`config.mk`:
```
export PLATFORM = sky130hd
export DESIGN_NAME = phase_decoder
export DESIGN_NICKNAME = d
export VERILOG_FILES = /design/src/rtl/phase_decoder.sv
export SDC_FILE = /design/constraint.sdc
export NUM_CORES = 1
export LEC_CHECK = 0
export ABC_CLOCK_PERIOD_IN_PS = 4700
export BUFFER_PORTS_ARGS = -buffer_cell sky130_fd_sc_hd__buf_2
export CORE_ASPECT_RATIO = 0.9
export CORE_UTILIZATION = 45
export DETAILED_ROUTE_END_ITERATION = 7
export PLACE_DENSITY_LB_ADDON = 0.1
export SLEW_MARGIN = 0
export SYNTH_ARGS = -nofsm -noshare
export SYNTH_HDL_FRONTEND = slang
export SYNTH_SLANG_ARGS = --single-unit
```
`constraint.sdc`:
```
create_clock -name clock_16mhz -period 4.7 [get_ports clock_16mhz]
set_clock_uncertainty 0.1 [all_clocks]
set_input_delay 0.235 -clock clock_16mhz [delete_from_list [all_inputs] [get_ports clock_16mhz]]
set_output_delay 0.235 -clock clock_16mhz [all_outputs]
set_load 0.005 [all_outputs]
```
`src/rtl/phase_decoder.sv`:
```
// Gate-drive read-back for one H-bridge motor channel: decodes the four observed
// drive lines into quadrature position, direction, drive period, activity and faults.

package phase_decoder_pkg;
    typedef logic [31:0] pfs_reg_t;

    typedef enum logic [1:0] {
        ST_IDLE     = 2'd0,
        ST_ARMED    = 2'd1,
        ST_TRACKING = 2'd2
    } state_t;
endpackage

module phase_decoder
    import phase_decoder_pkg::*;
#(
    parameter int SHORT_LIMIT = 16,
    parameter int TIMEOUT_US  = 1000
) (
    input  logic               clock_16mhz,
    input  logic               reset_n,
    input  logic               clock_1mhz,
    input  logic               ph_a_h,
    input  logic               ph_a_l,
    input  logic               ph_b_h,
    input  logic               ph_b_l,
    input  logic               clear,
    output logic signed [31:0] position,
    output logic               dir_obs,
    output pfs_reg_t           period_meas,
    output logic               period_valid,
    output logic               active,
    output logic               fault_short,
    output logic               fault_illegal,
    output logic [15:0]        err_count
);

    localparam int SHORT_W = $clog2(SHORT_LIMIT + 2);
    localparam int US_W    = $clog2(TIMEOUT_US + 1);
    localparam logic [SHORT_W-1:0] SHORT_MAX = SHORT_W'(SHORT_LIMIT);
    localparam logic [US_W-1:0]    US_LAST   = US_W'(TIMEOUT_US - 1);
    localparam logic [US_W-1:0]    US_MAX    = US_W'(TIMEOUT_US);

    // ------------------------------------------------------------------
    // Input synchronizers
    // ------------------------------------------------------------------
    logic [3:0] raw_lines;
    logic [3:0] sync_1;
    logic [3:0] sync_2;

    assign raw_lines = {ph_b_l, ph_b_h, ph_a_l, ph_a_h};

    // NOTE: every clocked register uses <= so all flops see pre-edge values;
    // blocking assignments here would collapse the two stages into one.
    always_ff @(posedge clock_16mhz or negedge reset_n) begin
        if (!reset_n) begin
            sync_1 <= '0;
            sync_2 <= '0;
        end else begin
            sync_1 <= raw_lines;
            sync_2 <= sync_1;
        end
    end

    logic a_h_s, a_l_s, b_h_s, b_l_s;
    logic a_short, b_short;

    assign a_h_s   = sync_2[0];
    assign a_l_s   = sync_2[1];
    assign b_h_s   = sync_2[2];
    assign b_l_s   = sync_2[3];
    assign a_short = a_h_s & a_l_s;
    assign b_short = b_h_s & b_l_s;

    // ------------------------------------------------------------------
    // Level decoder: FLOAT and SHORT hold the last driven level
    // ------------------------------------------------------------------
    logic lvl_a, lvl_b;
    logic vld_a, vld_b;
    logic lvl_a_p, lvl_b_p;
    logic vld_p;

    always_ff @(posedge clock_16mhz or negedge reset_n) begin
        if (!reset_n) begin
            lvl_a   <= 1'b0;
            lvl_b   <= 1'b0;
            vld_a   <= 1'b0;
            vld_b   <= 1'b0;
            lvl_a_p <= 1'b0;
            lvl_b_p <= 1'b0;
            vld_p   <= 1'b0;
        end else begin
            if (a_h_s ^ a_l_s) begin
                lvl_a <= a_h_s;
                vld_a <= 1'b1;
            end
            if (b_h_s ^ b_l_s) begin
                lvl_b <= b_h_s;
                vld_b <= 1'b1;
            end
            lvl_a_p <= lvl_a;
            lvl_b_p <= lvl_b;
            vld_p   <= vld_a & vld_b;
        end
    end

    // ------------------------------------------------------------------
    // Shoot-through run counters, saturating at SHORT_LIMIT
    // ------------------------------------------------------------------
    logic [SHORT_W-1:0] short_run_a;
    logic [SHORT_W-1:0] short_run_b;
    logic               short_trip;

    always_ff @(posedge clock_16mhz or negedge reset_n) begin
        if (!reset_n) begin
            short_run_a <= '0;
            short_run_b <= '0;
        end else begin
            if (!a_short)
                short_run_a <= '0;
            else if (short_run_a != SHORT_MAX)
                short_run_a <= short_run_a + 1'b1;

            if (!b_short)
                short_run_b <= '0;
            else if (short_run_b != SHORT_MAX)
                short_run_b <= short_run_b + 1'b1;
        end
    end

    // The run counter holds the number of earlier SHORT samples in this run,
    // so the trip fires on the (SHORT_LIMIT+1)th one.
    assign short_trip = (a_short && short_run_a == SHORT_MAX) ||
                        (b_short && short_run_b == SHORT_MAX);

    // ------------------------------------------------------------------
    // Clear edge detect and 1us tick
    // ------------------------------------------------------------------
    logic clear_q, clear_d, clr_pulse;
    logic us_d;
    logic us_tick;

    always_ff @(posedge clock_16mhz or negedge reset_n) begin
        if (!reset_n) begin
            clear_q   <= 1'b0;
            clear_d   <= 1'b0;
            clr_pulse <= 1'b0;
            us_d      <= 1'b0;
        end else begin
            clear_q   <= clear;
            clear_d   <= clear_q;
            clr_pulse <= clear_q & ~clear_d;
            us_d      <= clock_1mhz;
        end
    end

    assign us_tick = clock_1mhz & ~us_d;

    // ------------------------------------------------------------------
    // Quadrature edge classification (discarded while a clear is applied)
    // ------------------------------------------------------------------
    logic a_chg, b_chg;
    logic step_ev, illegal_ev, step_fwd, a_rise;

    assign a_chg      = vld_p & (lvl_a ^ lvl_a_p);
    assign b_chg      = vld_p & (lvl_b ^ lvl_b_p);
    assign step_ev    = (a_chg ^ b_chg) & ~clr_pulse;
    assign illegal_ev = a_chg & b_chg & ~clr_pulse;
    assign step_fwd   = a_chg ? (lvl_a != lvl_b) : (lvl_b == lvl_a);
    assign a_rise     = step_ev & a_chg & lvl_a;

    // ------------------------------------------------------------------
    // Inactivity timer in microseconds
    // ------------------------------------------------------------------
    logic [US_W-1:0] us_cnt;
    logic            timeout;

    assign timeout = us_tick && !step_ev && (us_cnt >= US_LAST);

    always_ff @(posedge clock_16mhz or negedge reset_n) begin
        if (!reset_n)
            us_cnt <= '0;
        else if (step_ev)
            us_cnt <= '0;
        else if (us_tick && us_cnt != US_MAX)
            us_cnt <= us_cnt + 1'b1;
    end

    // ------------------------------------------------------------------
    // Tracking FSM
    // ------------------------------------------------------------------
    state_t state, state_next;
    logic   per_load;
    logic   per_emit;

    always_ff @(posedge clock_16mhz or negedge reset_n) begin
        if (!reset_n)
            state <= ST_IDLE;
        else
            state <= state_next;
    end

    // NOTE: defaults first so every path assigns every output; no latches.
    always_comb begin
        state_next = state;
        per_load   = 1'b0;
        per_emit   = 1'b0;
        if (timeout) begin
            state_next = ST_IDLE;
        end else begin
            unique case (state)
                ST_IDLE: begin
                    if (a_rise) begin
                        state_next = ST_ARMED;
                        per_load   = 1'b1;
                    end
                end
                ST_ARMED: begin
                    if (illegal_ev) begin
                        per_load = 1'b1;
                    end else if (a_rise) begin
                        state_next = ST_TRACKING;
                        per_load   = 1'b1;
                        per_emit   = 1'b1;
                    end
                end
                ST_TRACKING: begin
                    if (illegal_ev) begin
                        state_next = ST_ARMED;
                        per_load   = 1'b1;
                    end else if (a_rise) begin
                        per_load = 1'b1;
                        per_emit = 1'b1;
                    end
                end
                default: state_next = ST_IDLE;
            endcase
        end
    end

    assign active = (state != ST_IDLE);

    // ------------------------------------------------------------------
    // Period measurement
    // ------------------------------------------------------------------
    pfs_reg_t per_cnt;

    always_ff @(posedge clock_16mhz or negedge reset_n) begin
        if (!reset_n) begin
            per_cnt      <= '0;
            period_meas  <= '0;
            period_valid <= 1'b0;
        end else begin
            period_valid <= per_emit;
            if (per_emit)
                period_meas <= per_cnt;
            if (per_load)
                per_cnt <= 32'd1;
            else if (state != ST_IDLE && per_cnt != '1)
                per_cnt <= per_cnt + 32'd1;
        end
    end

    // ------------------------------------------------------------------
    // Position, direction and fault bookkeeping; clear wins over an edge
    // ------------------------------------------------------------------
    always_ff @(posedge clock_16mhz or negedge reset_n) begin
        if (!reset_n) begin
            position      <= '0;
            dir_obs       <= 1'b0;
            fault_short   <= 1'b0;
            fault_illegal <= 1'b0;
            err_count     <= '0;
        end else if (clr_pulse) begin
            position      <= '0;
            fault_short   <= 1'b0;
            fault_illegal <= 1'b0;
            err_count     <= '0;
        end else begin
            if (step_ev) begin
                position <= step_fwd ? position + 32'sd1 : position - 32'sd1;
                dir_obs  <= ~step_fwd;
            end
            if (illegal_ev) begin
                fault_illegal <= 1'b1;
                if (err_count != 16'hFFFF)
                    err_count <= err_count + 16'd1;
            end
            if (short_trip)
                fault_short <= 1'b1;
        end
    end

endmodule
```
==> flow_summary_export.csv <==
group,metric,value,unit
cts,cts_made_buffers,17,
cts,cts_tree,"yes",
placement,io_buffers,92,
sta,finalSetupViolCount,0,
floorplan,dieWidth,144,um
floorplan,rows,46,
yosys,synth_area_leaders,"dfrtp_1 48%, xor2_1 6.4%, nor2_1 5.4%",
power,internal_power,3.31,mW
yosys,yosysUniqueCellTypes,60,
power,powerDensity,563,mW/mm^2
route,vias,6451,
grt,grt_pass1_wl,31400,um
floorplan,top_level_ports,93,
cts,clk_pin_slew_worst_paths,0.06,ns
worst_setup_path,required,4.87,ns
worst_setup_path,cp_top_family,"XOR/XNOR gates",
final_layout,syn_to_final_growth,16.7,%
worst_setup_path,path_buf_inv,0,
sta,hold_ws,0.248,ns
grt,grt_max_degree,88,
worst_setup_path,critPathMaxFanout,9,
final_layout,final_net_count,940,
sta,maxSlewHeadroom,26.9,%
cts,clock_latency,0.43,ns
grt,overflow,0,
yosys,syn_avg_cell_area,9.86,sq um
cts,holdBufCountCts,7,
route,avgViaCountPerCell,5.53,
sta,min_period_over_period,70.3,%
placement,gp_congestion,0.876,
hold_path,hp-class,"reg -> reg",
outcome,outcome,"finished clean",
yosys,synth-edff-count,0,
sta,tightest_slew,1.10,ns
sta,tns,0,ns
yosys,yosys_warnings,0,
route,drtIter0Drc,331,
yosys,synth_nets,854,
sta,fin_crit,3.31,ns
floorplan,start_util,46.2,%
route,dr.pass1.iters,5,
yosys,synth_area,0.00816,sq mm
route,route.detailed.drc,0,
yosys,synth_xor_area_share,9.32,%
power,p_sw_share,38.2,%
yosys,synth_compound_area_share,7.25,%
power,p_sw,2.05,mW
final_layout,final_cells,1167,
power,pwr-share-comb,35.4,%
power,power_leakage,4.49,nW
route,detail-route-antenna-nets,0,
power,power.clock.fraction,26.6,%
placement,post-place-cells,1128,
yosys,synthCells,828,
power,vdd_drop_max,306,uV
worst_setup_path,critPathMaxStageDelay,0.53,ns
grt,grt.total_usage,21.6,%
floorplan,dieArea,0.0187,sq mm
yosys,yosys.area_share.simple,23.1,%
final_layout,drive_above_1_share,19.4,%
yosys,yosysSeqAreaShare,48.1,%
sta,fmax,303,MHz
grt,antenna_found_initial,0,
final_layout,final_cell_mix,"156 x dfrtp_1, 118 x nor2_1, 91 x buf_2, 60 x xor2_1, 59 x nand2_1",
floorplan,core_area,0.0177,sq mm
final_layout,antennaDiodeCount,0,
yosys,async_flop_share,100,%
placement,hpwl,13200,um
worst_setup_path,slowest_stage,"xor2_2",
power,p_total,5.36,mW
yosys,yosys.area.top_type_share,48.1,%
grt,grt_pass1_vias,6178,
cts,post-cts-setup-buffer-count,0,
sta,hold_viol_final,0,
worst_setup_path,crit_path_end_kind,"register",
cts,htreeDepth,4,
worst_setup_path,path_class,"reg -> reg",
yosys,synthMuxAreaShare,6.68,%
sta,rsz0062_at_grt,"false",
cts,cts_resized,0,
worst_setup_path,crit_path_start_kind,"register",
worst_setup_path,arrival,3.47,ns
floorplan,fp.dieH,130,um
worst_setup_path,crit_chain,"mux2i_1, xor2_2, xnor2_1, ha_1, nor4_1, a21bo_2, mux2i_1, a21oi_1, mux2i_1, xor2_1, nor2_1",
route,wl_per_cell,16.6,um
cts,cts_sinks,157,
route,routed_wl,19400,um
cts,clockBufferDepth,2,
power,seq_power_share,38.1,%
yosys,synth_top_family_by_area,"simple AND/OR/NAND/NOR gates",
worst_setup_path,path_common_cell,"mux2i_1",
yosys,synth-main-ff-cell,"dfrtp_1",
final_layout,final_util,53.9,%
final_layout,final_common_cell,"dfrtp_1",
job,maxCapViolations,0,
sta,drv_slew,0,
yosys,ys_ff_latch,157,
yosys,synth_top_cell_by_area,"dfrtp_1",
cts,cts_root_buf,"clkbuf_16",
yosys,synth_fa_ha_area_share,2.76,%
==> worst reg2reg max path, delay by kind of cell, from the launching register on <==
| kind | cells | cell delay, ns |
|---|---|---|
| xor+xnor | 3 | 0.84 |
| mux | 3 | 0.63 |
| compound gates | 2 | 0.54 |
| simple gates | 2 | 0.40 |
| flops | 1 | 0.39 |
| fa+ha+maj | 1 | 0.26 |
==> state kept, by name (all words and copies together), names as in the netlist, 2 cells and up <==
name,count
per_cnt,32
sync_1,4
sync_2,4
position,32
state,2
us_cnt,10
short_run_b,5
err_count,16
period_meas,32
short_run_a,5
==> synth_stat cells (all sizes together), types with 3 or more instances <==
| library cell | n |
|---|---|
| nand3 | 34 |
| nor2b | 7 |
| nor3 | 12 |
| a41oi | 3 |
| nand2 | 59 |
| ha | 18 |
| clkbuf | 27 |
| nor2 | 119 |
| and3 | 18 |
| or3 | 12 |
| and4 | 12 |
| a21oi | 22 |
| and2 | 24 |
| o21ai | 25 |
| a211oi | 7 |
| nand2b | 3 |
| nor4 | 20 |
| xnor2 | 25 |
| mux2 | 36 |
| mux2i | 14 |
| a31oi | 3 |
| buf | 12 |
| dfrtp | 157 |
| a31o | 3 |
| o211ai | 3 |
| or4 | 5 |
| nor4bb | 4 |
| nand4 | 31 |
| inv | 17 |
| xor2 | 61 |
| o21a | 3 |
==> power groups by stage <==
stage	Sequential [mW]	Clock [mW]	Combinational [mW]
6_report	2.04	1.42	1.90
5_1_grt	2.09	1.51	2.14
4_1_cts	2.03	1.46	1.90
3_5_place_dp	2.06	0	1.89
3_3_place_gp	2.04	0	1.86
2_1_floorplan	1.89	0	1.37
==> logic make-up (layout without fill, tap and decap cells) <==
group | Yosys count | after routing
buffers and inverters | 57 | 156
xor gates and xnor gates | 86 | 86
muxes | 50 | 50
AOI/OAI and AO/OA | 91 | 91
DFF | 157 | 157
adders and majority gates | 18 | 18
and+or+nand+nor | 369 | 369
==> routing by layer <==
metal | GRT usage, % | share of wire [%] | vias to the layer above
met5 | 0 | 0 | -
met4 | 5.76 | 0.96 | 0
met3 | 4.77 | 4.6 | 22
met2 | 34.4 | 47 | 146
met1 | 29.7 | 47 | 3204
li1 | - | - | 3079
==> layout make-up <==
class / count / area (sq um)
fill: 1615 / 8140
multi-input combinational: 614 / 4010
sequential: 157 / 3930
timing repair buffer: 106 / 602
clock buffer: 20 / 467
tap: 240 / 300
clock inverter: 12 / 146
inverter: 18 / 67.6
==> worst paths after layout <==
| check | startpoint | to | slack [ns] | cells past startpoint |
|---|---|---|---|---|
| min reg2reg | sync_1[3]$_DFF_PN0_ | sync_2[3]$_DFF_PN0_ | 0.25 | 0 |
| min in group asynchronous | reset_n | position[4]$_DFFE_PN0P_ | 0.26 | 2 |
| max in group asynchronous | reset_n | per_cnt[5]$_DFFE_PN0P_ | 3.32 | 3 |
| max | vld_p$_DFF_PN0_ | position[22]$_DFFE_PN0P_ | 1.39 | 11 |
| max reg2reg | vld_p$_DFF_PN0_ | position[22]$_DFFE_PN0P_ | 1.39 | 11 |
| min | sync_1[3]$_DFF_PN0_ | sync_2[3]$_DFF_PN0_ | 0.25 | 0 |
==> per-stage QoR <==
stage / area, sq um / setup slack (ns)
3_3_place_gp: 8840 / 1.49
3_5_place_dp: 8840 / 1.40
4_1_cts: 9530 / 1.40
2_1_floorplan: 8160 / 1.31
6_report: 9530 / 1.39
5_1_grt: 9530 / 1.13
(Power assumes the default switching activity.)
